File: src/rtl/sram_ecc_adapter_pkg.sv
// Shared types and SECDED helpers for the SRAM ECC adapter.
// Hsiao (39,32) code: every data column has weight 3, check columns are unit
// vectors, so any single-bit error gives an odd-weight syndrome and any
// double-bit error gives a nonzero even-weight syndrome.
package sram_ecc_adapter_pkg;

  localparam int DATA_W = 32;
  localparam int ECC_W  = 7;
  localparam int CODE_W = DATA_W + ECC_W;

  // Bit positions inside the two-bit error report
  localparam int ERR_CORR   = 0;
  localparam int ERR_UNCORR = 1;

  typedef enum logic [1:0] {
    IDLE     = 2'd0,
    RD_WAIT  = 2'd1,
    RMW_WAIT = 2'd2,
    RMW_WR   = 2'd3
  } state_e;

  // H-matrix column for data bit idx (the first 32 weight-3 patterns in ascending order)
  function automatic logic [ECC_W-1:0] h_col(input int idx);
    logic [ECC_W-1:0] col;
    case (idx)
      0:  col = 7'b0000111;
      1:  col = 7'b0001011;
      2:  col = 7'b0001101;
      3:  col = 7'b0001110;
      4:  col = 7'b0010011;
      5:  col = 7'b0010101;
      6:  col = 7'b0010110;
      7:  col = 7'b0011001;
      8:  col = 7'b0011010;
      9:  col = 7'b0011100;
      10: col = 7'b0100011;
      11: col = 7'b0100101;
      12: col = 7'b0100110;
      13: col = 7'b0101001;
      14: col = 7'b0101010;
      15: col = 7'b0101100;
      16: col = 7'b0110001;
      17: col = 7'b0110010;
      18: col = 7'b0110100;
      19: col = 7'b0111000;
      20: col = 7'b1000011;
      21: col = 7'b1000101;
      22: col = 7'b1000110;
      23: col = 7'b1001001;
      24: col = 7'b1001010;
      25: col = 7'b1001100;
      26: col = 7'b1010001;
      27: col = 7'b1010010;
      28: col = 7'b1010100;
      29: col = 7'b1011000;
      30: col = 7'b1100001;
      31: col = 7'b1100010;
      default: col = 7'b0000000;
    endcase
    return col;
  endfunction

  // Check byte: XOR of the columns of all set data bits
  function automatic logic [ECC_W-1:0] ecc_encode(input logic [DATA_W-1:0] data);
    logic [ECC_W-1:0] ecc;
    ecc = '0;
    for (int i = 0; i < DATA_W; i++) begin
      if (data[i]) ecc = ecc ^ h_col(i);
    end
    return ecc;
  endfunction

  // Syndrome of a stored codeword {ecc, data}; zero means clean
  function automatic logic [ECC_W-1:0] ecc_syndrome(input logic [CODE_W-1:0] code);
    return ecc_encode(code[DATA_W-1:0]) ^ code[CODE_W-1:DATA_W];
  endfunction

  // Replace the bytes of old_w whose enable is set with the bytes of wr_w
  function automatic logic [DATA_W-1:0] merge_bytes(input logic [DATA_W-1:0] old_w,
                                                    input logic [DATA_W-1:0] wr_w,
                                                    input logic [3:0]        be);
    logic [DATA_W-1:0] m;
    for (int b = 0; b < 4; b++) begin
      m[b*8 +: 8] = be[b] ? wr_w[b*8 +: 8] : old_w[b*8 +: 8];
    end
    return m;
  endfunction

  // Active-low per-bit write mask for the data field from byte enables
  function automatic logic [DATA_W-1:0] byte_wbeb(input logic [3:0] be);
    logic [DATA_W-1:0] m;
    for (int b = 0; b < 4; b++) begin
      m[b*8 +: 8] = {8{~be[b]}};
    end
    return m;
  endfunction

endpackage

File: src/rtl/sram_secded_39_32_dec.sv
// Combinational SECDED (39,32) decoder: corrects single-bit errors, flags
// double-bit (and other non-column) syndromes as uncorrectable and then
// passes the raw data through. With ECC_EN=0 it is a plain pass-through.
module sram_secded_39_32_dec
  import sram_ecc_adapter_pkg::*;
#(
  parameter bit ECC_EN = 1'b1
) (
  input  logic [CODE_W-1:0] code_i,
  output logic [DATA_W-1:0] data_o,
  output logic [1:0]        err_o
);

  logic [ECC_W-1:0] syn;
  logic             hit;

  assign syn = ecc_syndrome(code_i);

  // Classify the syndrome and flip the matching data bit when it is a single error
  always_comb begin
    data_o = code_i[DATA_W-1:0];
    err_o  = 2'b00;
    hit    = 1'b0;
    if (ECC_EN && (syn != '0)) begin
      if (^syn) begin
        for (int i = 0; i < DATA_W; i++) begin
          if (syn == h_col(i)) begin
            data_o[i] = ~code_i[i];
            hit       = 1'b1;
          end
        end
        // A lone check-bit error leaves the data intact
        if ($countones(syn) == 1) hit = 1'b1;
      end
      if (hit) err_o[ERR_CORR]   = 1'b1;
      else     err_o[ERR_UNCORR] = 1'b1;
    end
  end

endmodule

File: src/rtl/sram_ecc_adapter.sv
// Request-side front end for the 8192x39 bit-enable SRAM macro.
// Build option SRAM_ECC_EN: when defined, stores a (39,32) SECDED check byte,
// corrects reads and performs read-modify-write for partial writes; when
// undefined, writes use byte write masks directly and no check byte is kept.
module sram_ecc_adapter
  import sram_ecc_adapter_pkg::*;
#(
  parameter int          AW        = 13,
  parameter logic [10:0] SRAM_TRIM = 11'h0
) (
  input  logic              clk_i,
  input  logic              rst_ni,
  input  logic              req_i,
  output logic              gnt_o,
  input  logic              we_i,
  input  logic [AW-1:0]     addr_i,
  input  logic [DATA_W-1:0] wdata_i,
  input  logic [3:0]        be_i,
  output logic              rvalid_o,
  output logic [DATA_W-1:0] rdata_o,
  output logic [1:0]        rerror_o,
  output logic              sram_ren_o,
  output logic              sram_wen_o,
  output logic [AW-1:0]     sram_adr_o,
  output logic [CODE_W-1:0] sram_din_o,
  output logic [CODE_W-1:0] sram_wbeb_o,
  input  logic [CODE_W-1:0] sram_q_i,
  output logic [10:0]       sram_trim_o
);

`ifdef SRAM_ECC_EN
  localparam bit ECC_EN = 1'b1;
`else
  localparam bit ECC_EN = 1'b0;
`endif

  state_e            state_q;
  logic              rvalid_q;
  logic [DATA_W-1:0] rdata_q;
  logic [1:0]        rerror_q;

  logic              accept;
  logic              be_none;
  logic              rd_now;
  logic              wr_now;
  logic [DATA_W-1:0] dec_data;
  logic [1:0]        dec_err;

  assign gnt_o   = rst_ni && (state_q == IDLE);
  assign accept  = gnt_o && req_i;
  assign be_none = (be_i == 4'h0);

`ifdef SRAM_ECC_EN
  logic              be_full;
  logic [AW-1:0]     addr_q;
  logic [DATA_W-1:0] wdata_q;
  logic [3:0]        be_q;
  logic [DATA_W-1:0] merged_q;
  logic [1:0]        err_q;

  assign be_full = (be_i == 4'hF);
  // Reads and partial writes both start with a macro read
  assign rd_now  = accept && (!we_i || (!be_full && !be_none));
  assign wr_now  = accept && we_i && be_full;

  // Hold the partial-write request, then the merged word and its error status
  always_ff @(posedge clk_i) begin
    if (accept) begin
      addr_q  <= addr_i;
      wdata_q <= wdata_i;
      be_q    <= be_i;
    end
    if (state_q == RMW_WAIT) begin
      merged_q <= merge_bytes(dec_data, wdata_q, be_q);
      err_q    <= dec_err;
    end
  end
`else
  assign rd_now = accept && !we_i;
  assign wr_now = accept && we_i && !be_none;
`endif

  sram_secded_39_32_dec #(
    .ECC_EN (ECC_EN)
  ) u_dec (
    .code_i (sram_q_i),
    .data_o (dec_data),
    .err_o  (dec_err)
  );

  // Macro strobes: from the live request in IDLE, from the held merge in RMW_WR
  always_comb begin
    sram_ren_o = rd_now;
    sram_wen_o = wr_now;
    sram_adr_o = addr_i;
`ifdef SRAM_ECC_EN
    sram_din_o  = {ecc_encode(wdata_i), wdata_i};
    sram_wbeb_o = wr_now ? {CODE_W{1'b0}} : {CODE_W{1'b1}};
    if (rst_ni && (state_q == RMW_WR)) begin
      // An uncorrectable read leaves the stored word untouched
      sram_adr_o  = addr_q;
      sram_din_o  = {ecc_encode(merged_q), merged_q};
      sram_wen_o  = !err_q[ERR_UNCORR];
      sram_wbeb_o = err_q[ERR_UNCORR] ? {CODE_W{1'b1}} : {CODE_W{1'b0}};
    end
`else
    sram_din_o  = {{ECC_W{1'b0}}, wdata_i};
    sram_wbeb_o = wr_now ? {{ECC_W{1'b1}}, byte_wbeb(be_i)} : {CODE_W{1'b1}};
`endif
  end

  // Request FSM with registered response outputs
  always_ff @(posedge clk_i) begin
    if (!rst_ni) begin
      state_q  <= IDLE;
      rvalid_q <= 1'b0;
      rdata_q  <= '0;
      rerror_q <= '0;
    end else begin
      rvalid_q <= 1'b0;
      rdata_q  <= '0;
      rerror_q <= '0;
      case (state_q)
        IDLE: begin
          if (accept) begin
            if (!we_i) begin
              state_q <= RD_WAIT;
`ifdef SRAM_ECC_EN
            end else if (be_full || be_none) begin
              rvalid_q <= 1'b1;
            end else begin
              state_q <= RMW_WAIT;
`else
            end else begin
              rvalid_q <= 1'b1;
`endif
            end
          end
        end
        RD_WAIT: begin
          rvalid_q <= 1'b1;
          rdata_q  <= dec_data;
          rerror_q <= dec_err;
          state_q  <= IDLE;
        end
        RMW_WAIT: begin
`ifdef SRAM_ECC_EN
          state_q <= RMW_WR;
`else
          state_q <= IDLE;
`endif
        end
        RMW_WR: begin
          rvalid_q <= 1'b1;
`ifdef SRAM_ECC_EN
          rerror_q <= err_q;
`endif
          state_q  <= IDLE;
        end
        default: state_q <= IDLE;
      endcase
    end
  end

  assign rvalid_o    = rvalid_q;
  assign rdata_o     = rdata_q;
  assign rerror_o    = rerror_q;
  assign sram_trim_o = SRAM_TRIM;

endmodule

File: config.mk
export PLATFORM = sky130hd
export DESIGN_NAME = sram_ecc_adapter
export DESIGN_NICKNAME = d
export VERILOG_FILES = /design/src/rtl/sram_ecc_adapter_pkg.sv /design/src/rtl/sram_secded_39_32_dec.sv /design/src/rtl/sram_ecc_adapter.sv
export SDC_FILE = /design/constraint.sdc
export NUM_CORES = 1
export LEC_CHECK = 0
export BUFFER_PORTS_ARGS = -buffer_cell sky130_fd_sc_hd__buf_4
export CORE_AREA = 2 2 90 92
export DETAILED_ROUTE_END_ITERATION = 16
export DIE_AREA = 0 0 92 94
export PLACE_DENSITY = 0.62
export REMOVE_ABC_BUFFERS = 1
export SYNTH_ARGS = -nofsm -noshare
export SYNTH_HDL_FRONTEND = slang
export SYNTH_SLANG_ARGS = --single-unit
export TNS_END_PERCENT = 30
File: constraint.sdc
create_clock -name clk_i -period 1.2 [get_ports clk_i]
set_input_delay 0.18 -clock clk_i [delete_from_list [all_inputs] [get_ports clk_i]]
set_output_delay 0.18 -clock clk_i [all_outputs]
set_load 0.01 [all_outputs]
==> flow_summary_export.csv, run 1 <==
group,metric,value,unit
timing,max_freq,0.6713,GHz
pwr,p_sw_frac,0.2488,
pwr,pwr-share-seq,0.487,
pwr,fin_total_pwr,0.002372,W
pwr,peakVddDrop,0.3429,mV
clock_tree,clk_latency,0.28,ns
worst_hold_path,min_path_cells,2,
route,vias_per_cell,3.686,
clock_tree,postCtsSetupBuffers,0,
timing,worst_clock_skew,0.002475,ns
worst_setup_path,start_kind,"flip-flop",
floorplan,die_area,8648,sq um
grt,grt_usage,0.1316,
timing,hold_ws,0.1326,ns
placed_design,gp_congestion,0.7002,
flow_run,max_cap_viol_count,0,
floorplan,io_pins,232,
route,antenna_left,0,
placed_design,io_buffers,107,
pwr,p_switching,0.0005900,W
floorplan,row_count,32,
worst_setup_path,worstPathArrival,1.31,ns
grt,antenna_found_initial,0,
pwr,combPwrFrac,0.137,
worst_hold_path,hp-start,"sram_q_i[30]",
synthesis,syn_avg_cell_area,9.462,sq um
synthesis,ys_seq_area_frac,0.3888,
clock_tree,cts_tree,"yes",
clock_tree,path_clk_slew,0.07,ns
worst_setup_path,reg2regPathDepth,3,
status,violations,"negative setup slack",
clock_tree,cts.sinks,34,
route,wl_per_cell,18.52,um
grt,grt_pass1_vias,1052,
worst_setup_path,crit_fanout,8,
clock_tree,hold_buffers,0,
worst_setup_path,worst_r2r_startpoint,"state_q[0]",
status,status,"finished with violations",
pwr,power_density,1093,nW/um^2
route,wl,6.020,mm
grt,grt_max_degree,34,
final_layout,layout-drive-gt1-share,0.5874,
worst_setup_path,worstPathRequired,1.02,ns
timing,fin_setup_tns,-9.214,ns
synthesis,ys_ff_latch,34,
floorplan,fp.dieH,94,um
worst_setup_path,path_class,"flip-flop to primary output",
route,route.detailed.drc,0,
timing,worst_slack,-0.2896,ns
timing,setup_viol,35,
route,dr.pass1.iters,4,
timing,final-hold-violation-count,0,
pwr,clkPwrFrac,0.377,
synthesis,synth_cell_types,14,
synthesis,yosysWarnings,0,
final_layout,final_nets,314,
floorplan,die-width,92,um
placed_design,dp_hpwl,5.043,mm
worst_setup_path,critical_path.endpoint_type,"primary output",
final_layout,antenna_cells,0,
grt,grt_pass1_wl,7.845,mm
final_layout,fill_cells,813,
pwr,p_leak,1.218,nW
timing,slew_viol_final,0,
clock_tree,clockRootBuffer,"clkbuf_8",
pwr,p_int,0.001782,W
worst_setup_path,cp-startpoint,"state_q[0]",
synthesis,netlist_instances,185,
clock_tree,h-tree-depth,2,
floorplan,core,7607,sq um
clock_tree,cts_buffers,5,
clock_tree,cts_buffer_depth,2,
timing,rsz0062_at_grt,"true",
timing,min_period_over_period,1.241,
synthesis,syn_area,1750,sq um
final_layout,syn2layout_area_growth,24.02,%
floorplan,start_util,0.2301,
route,vias,1198,
grt,grt-ovfl-total,0,
route,first_iter_violations,29,
worst_hold_path,min_path_type,"primary input to flip-flop",
timing,post-route-min-period,1.490,ns
-- worst max-delay path, stage by stage, from the launching register on --
cell     delay (ns)
dfxtp_2        0.32
and4b_4        0.43
nand2_4        0.12
buf_4          0.16
-- path summary, 6_finish.rpt --
path	end	slack, ns
worst min register to register	rvalid_o	0.78
worst min-delay path	rdata_o[30]	0.13
worst max register to register	rdata_o[10]	0.23
worst max-delay path	sram_wbeb_o[12]	-0.29
-- synthesized netlist by cell type --
cell      instances  area [sq um]
buf_2             2         10.01
conb_1            2         7.510
buf_6             1         11.26
nand2_1           4         15.01
buf_4           100         750.7
a21o_1            1         7.510
and3_2            3         22.52
dfxtp_1          34         680.7
clkbuf_1          4         15.01
o41a_2            1         12.51
and3_1           29         181.4
and4b_1           1         10.01
and3b_1           2         17.52
and2b_2           1         8.760
-- cell usage in the layout (no fill, tap or decap) --
cell        instances
a21o_1              1
and2b_2             1
and3_1             29
and3_2              3
and3b_1             2
and4b_4             1
buf_4             108
buf_6               4
clkbuf_8            6
clkinv_2            1
clkinvlp_4          1
conb_1             27
dfxtp_1            33
dfxtp_2             1
nand2_4             4
o41a_2              1
-- timing repair --
| action | 4_1_cts | 5_1_grt |
|---|---|---|
| endpoints found under the setup margin | 35 | 35 |
| resized for setup | 5 | 10 |
| pin swaps | 0 | 3 |
-- metrics by stage --
stage	worst slack (ns)	area, sq um	util	instances
6_report	-0.2896	2171	0.2854	325
5_1_grt	-0.3418	2171	0.2854	325
4_1_cts	-0.2909	2132	0.2803	325
3_5_place_dp	-0.06919	2026	0.2663	317
3_3_place_gp	-0.04946	2026	0.2663	317
2_1_floorplan	-0.4450	1057	-	103
-- area by class of cell --
cell class	instances	area [sq um]	share of cell area
Timing Repair Buffer	112	855.8	0.3942
Multi-Input combinational cell	69	410.4	0.1890
Clock inverter	2	12.51	0.005764
Clock buffer	6	82.58	0.03804
Tap cell	102	127.6	0.05879
Sequential cell	34	681.9	0.3141
-- cells by family after synthesis --
kind of cell,synth area share
AOI/OAI and AO/OA,0.01144
other,0.004290
DFF,0.3888
buffers and inverters,0.4496
and+or+nand+nor,0.1458
-- registers in the layout, indices dropped and copies added, names as in the netlist --
name,flops
rvalid_o,1
rdata_o,32
state_q,1
-- per-layer routing --
layer / global-route usage / vias up / routed length [um]
met5: 0.01282 / - / 0
met4: 0.02985 / 0 / 49
met3: 0.1886 / 7 / 1801
met2: 0.1538 / 136 / 2286
met1: 0.1282 / 522 / 1883
li1: - / 533 / -
-- power groups by stage --
| stage | clock network, W | registers, W | logic, W |
|---|---|---|---|
| after floorplan | 0 | 0.00120 | 0.0000831 |
| after global placement | 0 | 0.00118 | 0.000307 |
| after detailed placement | 0 | 0.00118 | 0.000311 |
| after CTS | 0.000947 | 0.00115 | 0.000315 |
| after global routing | 0.00101 | 0.00116 | 0.000353 |
| final | 0.000894 | 0.00115 | 0.000324 |
Power figures use the tool's default switching activity.
==> inputs of run 2 (changes only) <==
--- a/config.mk
+++ b/config.mk
@@ -9,9 +9,10 @@
 export CORE_AREA = 2 2 90 92
 export DETAILED_ROUTE_END_ITERATION = 16
 export DIE_AREA = 0 0 92 94
-export PLACE_DENSITY = 0.62
+export PLACE_DENSITY = 0.67
 export REMOVE_ABC_BUFFERS = 1
 export SYNTH_ARGS = -nofsm -noshare
 export SYNTH_HDL_FRONTEND = slang
+export SYNTH_HIERARCHICAL = 1
 export SYNTH_SLANG_ARGS = --single-unit
 export TNS_END_PERCENT = 30
==> run 2 against run 1 <==
The run still ends with negative setup slack left. Clock skew up 0.0054 ns. Synthesized cell count up 20%. Clock power up 15%. Critical path type unchanged.
==> flow_summary_export.csv, run 2 <==
group,metric,value,unit
status,status,"finished with violations",
status,violations,"negative setup slack",
synthesis,yosysWarnings,6,
timing,rsz0062_at_grt,"true",
synthesis,yosysMostFrequentCell,"buf_4",
timing,max_freq,0.6672,GHz
worst_setup_path,crit_fanout,6,
clock_tree,clk_latency,0.28,ns
synthesis,ys_ff_latch,36,
timing,slew_viol_final,0,
timing,post-route-min-period,1.499,ns
final_layout,layout-drive-gt1-share,0.5887,
final_layout,final_nets,322,
final_layout,fill_cells,833,
final_layout,finalNonFillerCells,333,
floorplan,start_util,0.2694,
synthesis,synth_commonest_cells,"buf_4, dfxtp_1, and3_1, and3_2",
placed_design,io_buffers,109,
worst_setup_path,critical_path.endpoint_type,"primary output",
worst_setup_path,worstPathArrival,1.32,ns
clock_tree,cts.sinks,36,
worst_setup_path,start_kind,"flip-flop",
synthesis,synth_cell_types,14,
grt,grt_usage,0.1202,
synthesis,ys.flop_type,"dfxtp_1",
grt,grt-ovfl-total,0,
final_layout,antenna_cells,0,
synthesis,syn_avg_cell_area,9.232,sq um
final_layout,syn2layout_area_growth,11.05,%
placed_design,place.detailed.instances,323,
pwr,fin_total_pwr,0.002584,W
route,dr.pass1.iters,4,
placed_design,gp_congestion,0.6333,
synthesis,synth-edff-count,0,
grt,grt_pass1_vias,1084,
final_layout,largest_register_ffs,32,
synthesis,netlist_instances,222,
route,antenna_left,0,
pwr,power_density,1135,nW/um^2
timing,min_period_over_period,1.249,
clock_tree,cts_buffers,5,
route,vias_per_cell,3.712,
clock_tree,clockRootBuffer,"clkbuf_8",
floorplan,fp.dieH,94,um
route,wl,5.666,mm
placed_design,dpl_worst_slack,-0.08189,ns
grt,grt_pass1_wl,7.265,mm
flow_run,max_cap_viol_count,0,
floorplan,io_pins,232,
worst_hold_path,min_path_type,"primary input to flip-flop",
floorplan,die_area,8648,sq um
grt,antenna_found_initial,0,
synthesis,synth_top_area_frac,0.4835,
route,route.detailed.drc,0,
synthesis,synth_top_area_cell,"buf_4",
timing,worst_clock_skew,0.007851,ns
timing,setup_viol,35,
floorplan,core,7607,sq um
clock_tree,h-tree-depth,2,
clock_tree,cts_buffer_depth,2,
pwr,peakVddDrop,0.3700,mV
timing,worst_slack,-0.2987,ns
grt,grt_max_degree,30,
clock_tree,hold_buffers,0,
synthesis,ys_top_cells_by_area,"buf_4, dfxtp_1, and3_1",
floorplan,row_count,32,
pwr,p_leak,1.275,nW
worst_setup_path,worstPathRequired,1.02,ns
clock_tree,cts_tree,"yes",
route,wl_per_cell,17.02,um
route,first_iter_violations,8,
timing,final-hold-violation-count,0,
final_layout,final_common_cell,"buf_4",
synthesis,ys_seq_area_frac,0.3516,
floorplan,die-width,92,um
timing,hold_ws,0.1328,ns
synthesis,async_reset_ff_frac,0,
final_layout,mostFrequentLayoutCells,"buf_4, dfxtp_1, and3_1",
route,vias,1236,
placed_design,dp_hpwl,4.719,mm
synthesis,syn_area,2049,sq um
worst_setup_path,path_class,"flip-flop to primary output",
clock_tree,path_clk_slew,0.07,ns
-- run 2: critical path, stage by stage, from the launching register on --
cell	delay, ns
dfxtp_2	0.33
and4b_4	0.43
o41a_2	0.18
buf_6	0.09
-- run 2: cells by family after synthesis --
group | after synthesis | synth area share
buf+inv | 139 | 0.5012
flops | 36 | 0.3516
other cells | 3 | 0.005494
compound gates | 2 | 0.009768
simple gates | 42 | 0.1319
-- run 2: metrics by stage --
stage	TNS [ns]	utilization	area, sq um
2_1_floorplan	-15.15	-	1112
3_3_place_gp	-0.8144	0.2755	2096
3_5_place_dp	-1.692	0.2755	2096
4_1_cts	-10.08	0.2957	2250
5_1_grt	-11.71	0.2992	2276
6_report	-9.678	0.2992	2276
-- run 2: layer usage --
metal	part of all wire	track usage	up-vias
met4	0.0081	0.02612	2
li1	-	-	558
met3	0.26	0.1541	7
met2	0.36	0.1299	154
met1	0.36	0.1330	515
met5	0.0090	0.06410	-
-- run 2: what timing repair did --
action                     in CTS  in global routing
setup buffers                   2                  0
setup endpoints to repair      35                 35
gates resized for setup        11                  6
pin swaps                       1                  2
-- run 2: worst paths after layout --
check / startpoint / end / slack (ns) / cells past startpoint
setup / recovery: state_q[0] / sram_wen_o / -0.30 / 3
hold / removal: sram_q_i[29] / rdata_o[29] / 0.13 / 2
setup reg to reg: state_q[0] / state_q[0] / 0.17 / 4
hold reg to reg: state_q[0] / rvalid_o / 0.70 / 2
-- run 2: cell type report --
| type | instances | area (sq um) | share of cell area |
|---|---|---|---|
| Timing Repair Buffer | 116 | 893.4 | 0.3925 |
| Sequential cell | 36 | 721.9 | 0.3172 |
| Multi-Input combinational cell | 71 | 425.4 | 0.1869 |
| Tap cell | 102 | 127.6 | 0.05607 |
| Clock buffer | 6 | 72.57 | 0.03189 |
| Clock inverter | 2 | 35.03 | 0.01539 |
-- run 2: power breakdown --
part / total (W) / internal [W] / switching (W)
logic: 0.000336 / 0.000181 / 0.000155
registers: 0.00122 / 0.00122 / 0.00000613
clock network: 0.00103 / 0.000616 / 0.000410
==> inputs of run 3 (changes only) <==
--- a/config.mk
+++ b/config.mk
@@ -9,7 +9,7 @@
 export CORE_AREA = 2 2 90 92
 export DETAILED_ROUTE_END_ITERATION = 16
 export DIE_AREA = 0 0 92 94
-export PLACE_DENSITY = 0.67
+export PLACE_DENSITY = 0.64
 export REMOVE_ABC_BUFFERS = 1
 export SYNTH_ARGS = -nofsm -noshare
 export SYNTH_HDL_FRONTEND = slang
==> constraint.sdc (replaced) <==
create_clock -name clk_i -period 1.85 [get_ports clk_i]
set_input_delay 0.2775 -clock clk_i [delete_from_list [all_inputs] [get_ports clk_i]]
set_output_delay 0.2775 -clock clk_i [all_outputs]
set_load 0.01 [all_outputs]
==> run 3 against run 2 <==
The flow now finishes without violations. Die area unchanged. Via count decreased by 0.49%. Clock skew down 0.0023 ns. Utilization fell by 1.4 points. Routed wire length is 7.2% higher. Non-clock buffer count decreased by 5. Worst setup slack improved by 0.43 ns. Total power fell by 39%. Largest cell class unchanged. Critical path depth up 1. Sequential share of layout area increased by 1.5 points. Register-to-register slack better by 0.58 ns.
==> flow_summary_export.csv, run 3 (synthesis results as in run 2) <==
group,metric,value,unit
route,antenna_left,0,
route,vias,1230,
floorplan,start_util,0.2694,
flow_run,max_cap_viol_count,0,
timing,final-hold-violation-count,0,
floorplan,core,7607,sq um
route,wl_per_cell,18.52,um
pwr,power_density,723.2,nW/um^2
timing,fin_setup_tns,0,ns
worst_setup_path,crit_fanout,36,
final_layout,mostFrequentLayoutCells,"buf_4, dfxtp_1, and3_1",
clock_tree,clk_latency,0.28,ns
grt,antenna_found_initial,0,
clock_tree,h-tree-depth,2,
timing,post-route-min-period,1.716,ns
placed_design,dpl_worst_slack,0.3566,ns
placed_design,placed_area,2073,sq um
timing,max_freq,0.5827,GHz
clock_tree,hold_buffers,0,
route,first_iter_violations,23,
status,status,"complete, no violations",
worst_setup_path,worstPathArrival,1.44,ns
final_layout,antenna_cells,0,
timing,rsz0062_at_grt,"false",
worst_setup_path,worstPathRequired,1.57,ns
final_layout,fin_util,0.2854,
grt,grt_pass1_vias,1027,
clock_tree,cts.sinks,36,
grt,grt_usage,0.1309,
grt,grt-ovfl-total,0,
timing,worst_clock_skew,0.005565,ns
floorplan,fp.dieH,94,um
floorplan,row_count,32,
timing,setup_viol,0,
worst_setup_path,start_kind,"flip-flop",
final_layout,largest_register_ffs,32,
floorplan,die_area,8648,sq um
final_layout,final_nets,317,
clock_tree,cts_tree,"yes",
worst_setup_path,critical_path.endpoint_type,"primary output",
placed_design,gp_congestion,0.7440,
final_layout,final_common_cell,"buf_4",
timing,slew_viol_final,0,
timing,min_period_over_period,0.9276,
final_layout,syn2layout_area_growth,5.922,%
pwr,peakVddDrop,0.1894,mV
route,route.detailed.drc,0,
final_layout,finalNonFillerCells,328,
clock_tree,clockRootBuffer,"clkbuf_8",
clock_tree,postCtsSetupBuffers,0,
final_layout,layout-drive-gt1-share,0.5531,
grt,grt_max_degree,37,
pwr,p_leak,1.202,nW
worst_hold_path,min_path_type,"primary input to flip-flop",
placed_design,place.detailed.instances,320,
clock_tree,cts_buffer_depth,2,
clock_tree,path_clk_slew,0.07,ns
placed_design,dp_hpwl,5.002,mm
route,vias_per_cell,3.750,
floorplan,die-width,92,um
final_layout,final_area,2171,sq um
placed_design,io_buffers,109,
clock_tree,cts_buffers,5,
route,dr.pass1.iters,4,
timing,worst_slack,0.1339,ns
grt,grt_pass1_wl,7.693,mm
floorplan,io_pins,232,
worst_setup_path,path_class,"flip-flop to primary output",
route,wl,6.073,mm
final_layout,fill_cells,806,
-- run 3: changes by cell type in the layout (fill, tap and decap cells not counted), sizes merged --
| cell | delta |
|---|---|
| clkinv | -1 |
| buf | -5 |
| bufinv | -1 |
| clkinvlp | +1 |
| clkbuf | +1 |
-- run 3: critical path, cell delays in order, from the launching register on --
cell and delay (ns):
dfxtp_1 0.35, buf_6 0.22, and2b_2 0.26, and3b_1 0.18, buf_4 0.14
-- run 3: final timing paths --
check | startpoint | slack [ns] | to | cells after the start
setup reg to reg | state_q[0] | 0.75 | state_q[0] | 3
setup / recovery | state_q[0] | 0.13 | sram_ren_o | 4
hold / removal | sram_q_i[23] | 0.23 | rdata_o[23] | 2
hold reg to reg | state_q[0] | 0.70 | rdata_o[5] | 2
-- run 3: stage by stage --
| stage | hold WS (ns) | total power [W] |
|---|---|---|
| finish | 0.2321 | 0.001570 |
| global route | 0.2114 | 0.001659 |
| CTS | 0.2125 | 0.001611 |
| detailed placement | 0.5201 | 0.001010 |
| global placement | 0.5175 | 0.001008 |
| floorplan | 0.3920 | 0.0008737 |
-- run 3: where the power goes --
group | total [W] | leakage, nW | switching, W | internal, W
clock network | 0.000579 | 0.0445 | 0.000277 | 0.000303
registers | 0.000792 | 0.292 | 0.00000376 | 0.000789
logic | 0.000199 | 0.866 | 0.0000936 | 0.000105
-- run 3: repair_timing --
action,in CTS,in global routing
gates resized for setup,0,1
endpoints found under the setup margin,0,1
endpoints found under the hold margin,0,0
-- run 3: final cells by class --
cell class                 instances  area (sq um)  area share
multi-input combinational         71         391.6      0.1804
sequential                        36         720.7      0.3320
tap                              102         127.6     0.05879
timing repair buffer             111         837.1      0.3856
clock inverter                     1         7.507    0.003458
clock buffer                       7         86.33     0.03977
-- run 3: metal layers --
| metal | track usage | vias to the layer above | wire length [um] |
|---|---|---|---|
| met5 | 0.01923 | - | 0 |
| met1 | 0.1224 | 515 | 1992 |
| met3 | 0.1862 | 5 | 1737 |
| met4 | 0.03731 | 0 | 51 |
| met2 | 0.1563 | 164 | 2293 |
| li1 | - | 546 | - |
